**src/rtl/rf_write_arbiter.sv**
```systemverilog
// Register-file write-port arbiter: pipeline writeback has priority and a 1-entry hold buffer parks mul/div results.
// Define RF_WRITE_ARB_FWD_EN to add the combinational read-forwarding ports.
module rf_write_arbiter #(
  parameter int DATA_WIDTH = 32,
  parameter int ADDR_WIDTH = 5,
  parameter int STARVE_MAX = 8
) (
  input  logic                    clk,
  input  logic                    rst,
  input  logic                    wb_valid,
  input  logic [ADDR_WIDTH-1:0]   wb_waddr,
  input  logic [DATA_WIDTH/8-1:0] wb_wen,
  input  logic [DATA_WIDTH-1:0]   wb_wdata,
  input  logic                    md_valid,
  output logic                    md_ready,
  input  logic [ADDR_WIDTH-1:0]   md_waddr,
  input  logic [DATA_WIDTH-1:0]   md_wdata,
`ifdef RF_WRITE_ARB_FWD_EN
  input  logic [ADDR_WIDTH-1:0]   raddr1,
  input  logic [ADDR_WIDTH-1:0]   raddr2,
  input  logic [DATA_WIDTH-1:0]   rf_rdata1,
  input  logic [DATA_WIDTH-1:0]   rf_rdata2,
  output logic [DATA_WIDTH-1:0]   fwd_rdata1,
  output logic [DATA_WIDTH-1:0]   fwd_rdata2,
`endif
  output logic [ADDR_WIDTH-1:0]   rf_waddr,
  output logic [DATA_WIDTH/8-1:0] rf_wen,
  output logic [DATA_WIDTH-1:0]   rf_wdata,
  output logic                    pipe_stall,
  output logic                    wb_drop_err
);

  localparam int BE_W = DATA_WIDTH / 8;
  localparam logic [7:0] STARVE_LAST = 8'(STARVE_MAX - 1);

  typedef enum logic [1:0] {IDLE, PEND, STALL} state_t;

  state_t                state;
  logic [7:0]            starve_cnt;
  logic [ADDR_WIDTH-1:0] hold_waddr;
  logic [DATA_WIDTH-1:0] hold_wdata;
  logic                  wb_eff;
  logic                  md_accept;

  // Requests with no byte enables or targeting r0 never reach the port.
  assign wb_eff    = wb_valid & (|wb_wen) & (|wb_waddr);
  assign md_ready  = (state == IDLE);
  assign md_accept = md_valid & md_ready & (|md_waddr);

  // Hold buffer payload: only meaningful while state != IDLE, so no reset needed.
  always_ff @(posedge clk) begin
    if (md_accept) begin
      hold_waddr <= md_waddr;
      hold_wdata <= md_wdata;
    end
  end

  always_ff @(posedge clk or posedge rst) begin
    if (rst) begin
      state       <= IDLE;
      starve_cnt  <= '0;
      rf_waddr    <= '0;
      rf_wen      <= '0;
      rf_wdata    <= '0;
      pipe_stall  <= 1'b0;
      wb_drop_err <= 1'b0;
    end else begin
      rf_wen <= '0;
      case (state)
        IDLE: begin
          if (wb_eff) begin
            rf_waddr <= wb_waddr;
            rf_wen   <= wb_wen;
            rf_wdata <= wb_wdata;
          end
          if (md_accept) begin
            state      <= PEND;
            starve_cnt <= '0;
          end
        end
        PEND: begin
          if (wb_eff) begin
            rf_waddr <= wb_waddr;
            rf_wen   <= wb_wen;
            rf_wdata <= wb_wdata;
            if (starve_cnt == STARVE_LAST) begin
              state      <= STALL;
              pipe_stall <= 1'b1;
            end else begin
              starve_cnt <= starve_cnt + 8'd1;
            end
          end else begin
            rf_waddr <= hold_waddr;
            rf_wen   <= '1;
            rf_wdata <= hold_wdata;
            state    <= IDLE;
          end
        end
        STALL: begin
          // The hold wins unconditionally; a writeback that ignored the stall is lost.
          rf_waddr   <= hold_waddr;
          rf_wen     <= '1;
          rf_wdata   <= hold_wdata;
          state      <= IDLE;
          pipe_stall <= 1'b0;
          if (wb_eff) wb_drop_err <= 1'b1;
        end
        default: state <= IDLE;
      endcase
    end
  end

`ifdef RF_WRITE_ARB_FWD_EN
  function automatic logic [DATA_WIDTH-1:0] fwd_merge(
    input logic [ADDR_WIDTH-1:0] raddr,
    input logic [DATA_WIDTH-1:0] rdata,
    input logic [ADDR_WIDTH-1:0] waddr,
    input logic [BE_W-1:0]       wen,
    input logic [DATA_WIDTH-1:0] wdata
  );
    logic [DATA_WIDTH-1:0] res;
    res = rdata;
    if (raddr == '0) begin
      res = '0;
    end else if (raddr == waddr) begin
      for (int i = 0; i < BE_W; i++)
        if (wen[i]) res[i*8 +: 8] = wdata[i*8 +: 8];
    end
    return res;
  endfunction

  assign fwd_rdata1 = fwd_merge(raddr1, rf_rdata1, rf_waddr, rf_wen, rf_wdata);
  assign fwd_rdata2 = fwd_merge(raddr2, rf_rdata2, rf_waddr, rf_wen, rf_wdata);
`endif

endmodule

```
**config.mk**
```make
export PLATFORM = sky130hd
export DESIGN_NAME = rf_write_arbiter
export DESIGN_NICKNAME = d
export VERILOG_FILES = /design/src/rtl/rf_write_arbiter.sv
export SDC_FILE = /design/constraint.sdc
export NUM_CORES = 1
export LEC_CHECK = 0
export BUFFER_PORTS_ARGS = -buffer_cell sky130_fd_sc_hd__buf_4
export CELL_PAD_IN_SITES_DETAIL_PLACEMENT = 1
export CELL_PAD_IN_SITES_GLOBAL_PLACEMENT = 1
export CORE_UTILIZATION = 25
export CTS_BUF_LIST = sky130_fd_sc_hd__clkbuf_4
export DETAILED_ROUTE_END_ITERATION = 8
export PLACE_DENSITY = 0.59
export REMOVE_ABC_BUFFERS = 1
export SYNTH_ARGS = -nofsm -noshare
export SYNTH_HDL_FRONTEND = slang
export SYNTH_SLANG_ARGS = --single-unit
```
**constraint.sdc**
```tcl
create_clock -name clk -period 3.7 [get_ports clk]
set_input_delay 0.37 -clock clk [delete_from_list [all_inputs] [get_ports clk]]
set_output_delay 0.37 -clock clk [all_outputs]
set_load 0.005 [all_outputs]
```
# After elaboration in Yosys (flattened, before gate mapping)
# Cells that the tools add are included.
[word_totals]
regBits = 90
input_bits = 82
output_inout_bits = 44
wordCells = 55
[op_classes]
n_addsub = 1
n_eq_ne = 9
mux = 20
n_bitwise = 4
n_reduce_logical = 12
[op_table]
columns = ["cell", "n"]
rows = [
  ["32-bit case mux with 3 select lines", 1],
  ["32-bit 2-to-1 mux", 2],
  ["8-bit 2-to-1 mux", 3],
  ["8-bit case mux with 2 select lines", 1],
  ["5-bit case mux with 3 select lines", 1],
  ["4-bit case mux with 3 select lines", 1],
  ["5-bit 2-to-1 mux", 2],
  ["5-bit OR reduction", 2],
  ["8-bit by 1-bit adder with 8-bit output (second input constant)", 1],
  ["8-bit by 3-bit equality test with 1-bit output (second input constant)", 1],
  ["4-bit 2-to-1 mux", 2],
  ["2-bit 2-to-1 mux", 3],
  ["2-bit inequality test (second input constant)", 3],
  ["2-bit AND reduction", 3],
  ["1-bit AND", 4],
  ["2-bit by 1-bit inequality test with 1-bit output (second input constant)", 2],
  ["2-bit case mux with 2 select lines", 1],
  ["4-bit AND reduction", 1],
  ["2-bit nonzero test", 2],
  ["4-bit OR reduction", 1],
  ["3-bit inequality test (second input constant)", 1],
  ["3-bit AND reduction", 1],
  ["3-bit nonzero test", 1],
  ["2-bit by 1-bit equality test with 1-bit output (second input constant)", 1],
  ["4 further kinds", 5],
]

# Depth between registers and ports, before layout
[depth]
depth_word = 5
ltp_mapped = 8
depth_no_buf = 7

# Worst setup path before layout
# No wires, ideal clock.
[synth_path]
path_type = "register to register"
start = "register state[0]"
end = "register starve_cnt[6]"
setup_ns = 0.130
arrival_time_ns = 3.096
t_required_ns = 3.570
setup_slack_ns = 0.474
stages_incl_launch_ff = 7
n_path_buf = 0
synth_period_minus_slack_ns = 3.226
path_cell_list = "dfrtp_1 inv_1 ha_1 nand2_1 a21oi_1 and2_1 a21oi_1"
[synth_between]
elab_chain_cells = 5
elab_cells_between_ends = 10
cone_classes = "eq/ne: 4; mux: 1; bitwise: 2; reduce/logical: 3"
[synth_rtl]
columns = ["item", "line_no", "rtl"]
rows = [
  ["start, declared", "38", "state_t state;"],
  ["start signal, assigned", "60", "state <= IDLE;"],
  ["start signal, assigned", "77", "state <= PEND;"],
  ["start signal, assigned", "87", "state <= STALL;"],
  ["2-bit logical NOT", "47", "assign md_ready = (state == IDLE);"],
  ["via md_ready", "15", "output logic md_ready,"],
  ["1-bit AND (2 in series)", "48", "assign md_accept = md_valid & md_ready & (|md_waddr);"],
  ["via md_accept", "43", "logic md_accept;"],
  ["2-bit by 1-bit inequality test with 1-bit output (no line)", "n/a", ""],
  ["4-bit AND reduction (no line)", "n/a", ""],
  ["end signal, assigned", "90", "starve_cnt <= starve_cnt + 8'd1;"],
  ["end, declared", "39", "logic [7:0] starve_cnt;"],
]
# The timed path passes the listed nets, and every way through them passes these cells.
# A chain may end at the register's enable or synchronous reset.

# Worst setup path in the final report
[layout_path]
start = "register state[0]"
end = "register starve_cnt[7]"
[layout_between]
elab_chain_cells = 5
elab_cells_between_ends = 10
cone_classes = "eq/ne: 4; mux: 1; bitwise: 2; reduce/logical: 3"
[layout_rtl]
columns = ["item", "line_no"]
rows = [
  ["2-bit logical NOT", "47, 69"],
  ["1-bit AND (2 in series)", "48"],
  ["2-bit by 1-bit inequality test with 1-bit output (no line)", "n/a"],
  ["4-bit AND reduction (no line)", "n/a"],
]
# Several ways; a longest one is shown, not always the timed one.

==> impl_metrics.yaml <==
status:
  status: "complete, no violations"
place:
  globalplace.congestion: 0.721
  post_dp_cell_area_um2: 4850
  dp_hpwl_um: 7460
  io_buffers: 125
run:
  max-cap-violations: 0
pwr:
  p_leak_nw: 2.15
  switchingPower_w: 0.00120
  p_int_w: 0.00217
  peakVddDrop_uv: 216
  combPwrFrac_pct: 38.1
  p_seq_share_pct: 45.8
  clkPwrFrac_pct: 16.1
  p_sw_share_pct: 35.5
  power_density_nw_per_um2: 675
timing:
  timing.final.crit_period_ns: 2.51
  tns_ns: 0
  finalHoldViolations: 0
  worst_pin_slew_ns: 0.872
  drv_slew: 0
  post-route-period-util_pct: 67.7
  skew_ns: 0.0127
  relSlewSlack_pct: 41.8
  fmax_mhz: 399
  setup_viol: 0
  rsz0062_at_grt: "false"
layout:
  area_delta_synth_final_pct: 34.6
  stdcell_area_um2: 4980
  fin_nets: 518
  layout-drive-gt1-share_pct: 35.2
  n_antenna_cell: 0
setup_path:
  critPathSlowestCell: "or4_1"
  critPathTopFamily: "compound AO/OA/AOI/OAI gates"
  worst_setup_path_end_kind: "flop"
  arrival_ns: 2.88
  cp_num_buf_inv: 1
  cp-start-kind: "flop"
  timing.rr.end: "starve_cnt[7]"
  critPathRequiredTime_ns: 4.07
  reg2reg_from: "state[0]"
  r2r_cells: 7
  worstSetupPathDepth: 7
  max_stage_delay_ns: 0.60
  path_cells: "inv_1 > ha_1 > nor3b_1 > a21oi_1 > o211ai_2 > or4_1 > a21oi_2"
  crit_type: "flop to flop"
  crit_fanout: 13
  r2r_slack_ns: 1.19
global_route:
  grt_max_degree: 75
  grt_usage_pct: 14.3
  grt-ovfl-total: 0
  antenna_found_initial: 0
  grt_pass1_vias: 3010
  grt_pass1_wl_um: 16200
route:
  routedWlPerCell_um: 17.6
  ant_nets: 0
  via_count: 2978
  remaining_drc_errors: 0
  drtIter0Drc: 148
  wirelength_um: 10900
  vias_per_cell: 4.81
  firstDrtPassIters: 6
synthesis:
  synth_edf_count: 37
  ys_ff_latch: 90
  yosysSeqAreaShare_pct: 65.9
  synthFlopType: "dfrtp_1"
  ys_types: 35
  ys_async_sr_fraction_pct: 58.9
  synthCells: 304
  synth.yosys.warnings: 0
  netlist_area_um2: 3700
  avgSynthCellArea_um2: 12.2
clocking:
  root_buffer: "clkbuf_4"
  cts_tree: "built"
  hold_buffers: 0
  post-cts-setup-buffers: 0
  clock_sinks: 90
  cts-resized-gates: 0
  cts_max_level: 3
  insertion_delay_ns: 0.44
  cts_buffers: 9
  cts_buffer_depth: 2
  path_clk_slew_ns: 0.15
floorplanning:
  start_util_pct: 25.6
  die_y_um: 124
  die-area_um2: 15300
  ios: 126
  die_w_um: 124
  coreArea_um2: 14500
  rows: 44
worst_hold_path:
  hold_depth: 1
  worstHoldPathType: "input port to flop"
  min_to: "hold_wdata[3]"
  hp-start: "md_wdata[3]"
-- power groups by stage --
stage | combinational, W | sequential [W] | clock [W]
after detailed placement | 0.00131 | 0.00157 | 0
after global routing | 0.00144 | 0.00158 | 0.000602
after CTS | 0.00131 | 0.00155 | 0.000560
after floorplan | 0.000597 | 0.00157 | 0
final | 0.00128 | 0.00154 | 0.000542
after global placement | 0.00126 | 0.00155 | 0
-- stage by stage --
stage               utilization, %  cells  worst slack (ns)  total power, W  hold WS, ns
finish                        34.4    619              1.19         0.00336       0.0866
global route                  34.4    619             0.978         0.00362       0.0432
CTS                           34.4    619              1.18         0.00341       0.0500
detailed placement            33.5    603              1.20         0.00288        0.461
global placement              33.5    603              1.26         0.00281        0.446
floorplan                        -    289           -0.0110         0.00216        0.451
-- worst reg2reg max path, delay by kind of cell (launching register included) --
family | cells | cell delay (ns)
adder cells (fa/ha/maj) | 1 | 0.32
flip-flops | 1 | 0.41
buffers and inverters | 1 | 0.09
AO/OA/AOI/OAI | 3 | 0.81
AND/OR/NAND/NOR | 2 | 0.79
-- sequential cells by signal, summed over array words and instances, names as in the netlist --
signal and cells:
starve_cnt 8, rf_wen 4, pipe_stall 1, wb_drop_err 1
hold_wdata 32, rf_wdata 32, hold_waddr 5, rf_waddr 5
state 2
-- layout make-up --
| cell class | instances | area, um^2 |
|---|---|---|
| multi-input cells | 192 | 1180 |
| clock buffers | 9 | 67.6 |
| fillers | 1617 | 9500 |
| flip-flops and latches | 90 | 2440 |
| well taps | 184 | 230 |
| clock inverters | 7 | 60.1 |
| repair buffers | 130 | 976 |
| inverters | 7 | 26.3 |
-- layout by cell type, fill, tap and decap left out --
cell type	count
edfxtp_1	37
o41ai_2	1
a22oi_1	37
o211ai_2	1
and3_1	1
ha_1	6
a21oi_2	1
bufinv_16	1
or3_1	2
or4_1	5
clkinv_4	1
nor4_2	1
nor3b_1	1
or3_4	1
inv_2	1
buf_4	130
o21ai_0	6
inv_1	6
o21ai_1	6
nand3_1	5
clkinv_1	3
nor3_1	1
nand2_1	8
clkinv_2	2
mux2_1	1
dfrtp_1	53
o31ai_1	5
a21oi_1	50
nor2_1	40
and2_1	1
or4b_4	1
nor4_1	1
a41oi_4	1
a21oi_4	2
nor2b_1	2
a211oi_1	1
clkbuf_4	9
a211o_1	1
a21o_1	3
-- synth_stat cells (2+ instances only) --
cell type,number,share of area (%)
a21o_1,3,0.61
a21oi_1,52,7.0
a22oi_1,37,7.5
buf_4,3,0.61
clkbuf_1,10,1.0
dfrtp_1,53,36
edfxtp_1,37,30
ha_1,6,2.0
inv_1,7,0.71
nand2_1,8,0.81
nand3_1,5,0.68
nor2_1,40,4.1
nor2b_1,2,0.34
o21ai_0,6,0.81
o21ai_1,6,0.81
o31ai_1,5,1.0
or3_1,2,0.34
or4_1,5,1.0
-- worst max-delay path by stage --
stage                               end      from  slack (ns)
after floorplan             rf_waddr[0]  state[0]       -0.01
after global placement    starve_cnt[7]  state[0]        1.26
after detailed placement  starve_cnt[7]  state[0]        1.20
after CTS                 starve_cnt[7]  state[0]        1.18
after global routing      starve_cnt[7]  state[0]        0.98
final                     starve_cnt[7]  state[0]        1.19
-- metal layers --
metal  routed length [um]  track usage (%)  share of wire [%]  vias up
met5                    0                0                  0        -
met4                  195             5.65                1.8        0
met3                  686             3.30                6.3       14
met2                 5160             23.3                 47       89
met1                 4840             18.2                 44     1487
li1                     -                -                  -     1388
-- logic make-up after synthesis --
| logic type | after synthesis | share of synthesized area [%] |
|---|---|---|
| multiplexers | 1 | 0.304 |
| adder cells (fa/ha/maj) | 6 | 2.03 |
| AO/OA/AOI/OAI | 115 | 20.0 |
| flip-flops | 90 | 65.9 |
| buffers and inverters | 22 | 2.74 |
| AND/OR/NAND/NOR | 70 | 9.09 |
Power figures use the tool's default switching activity.
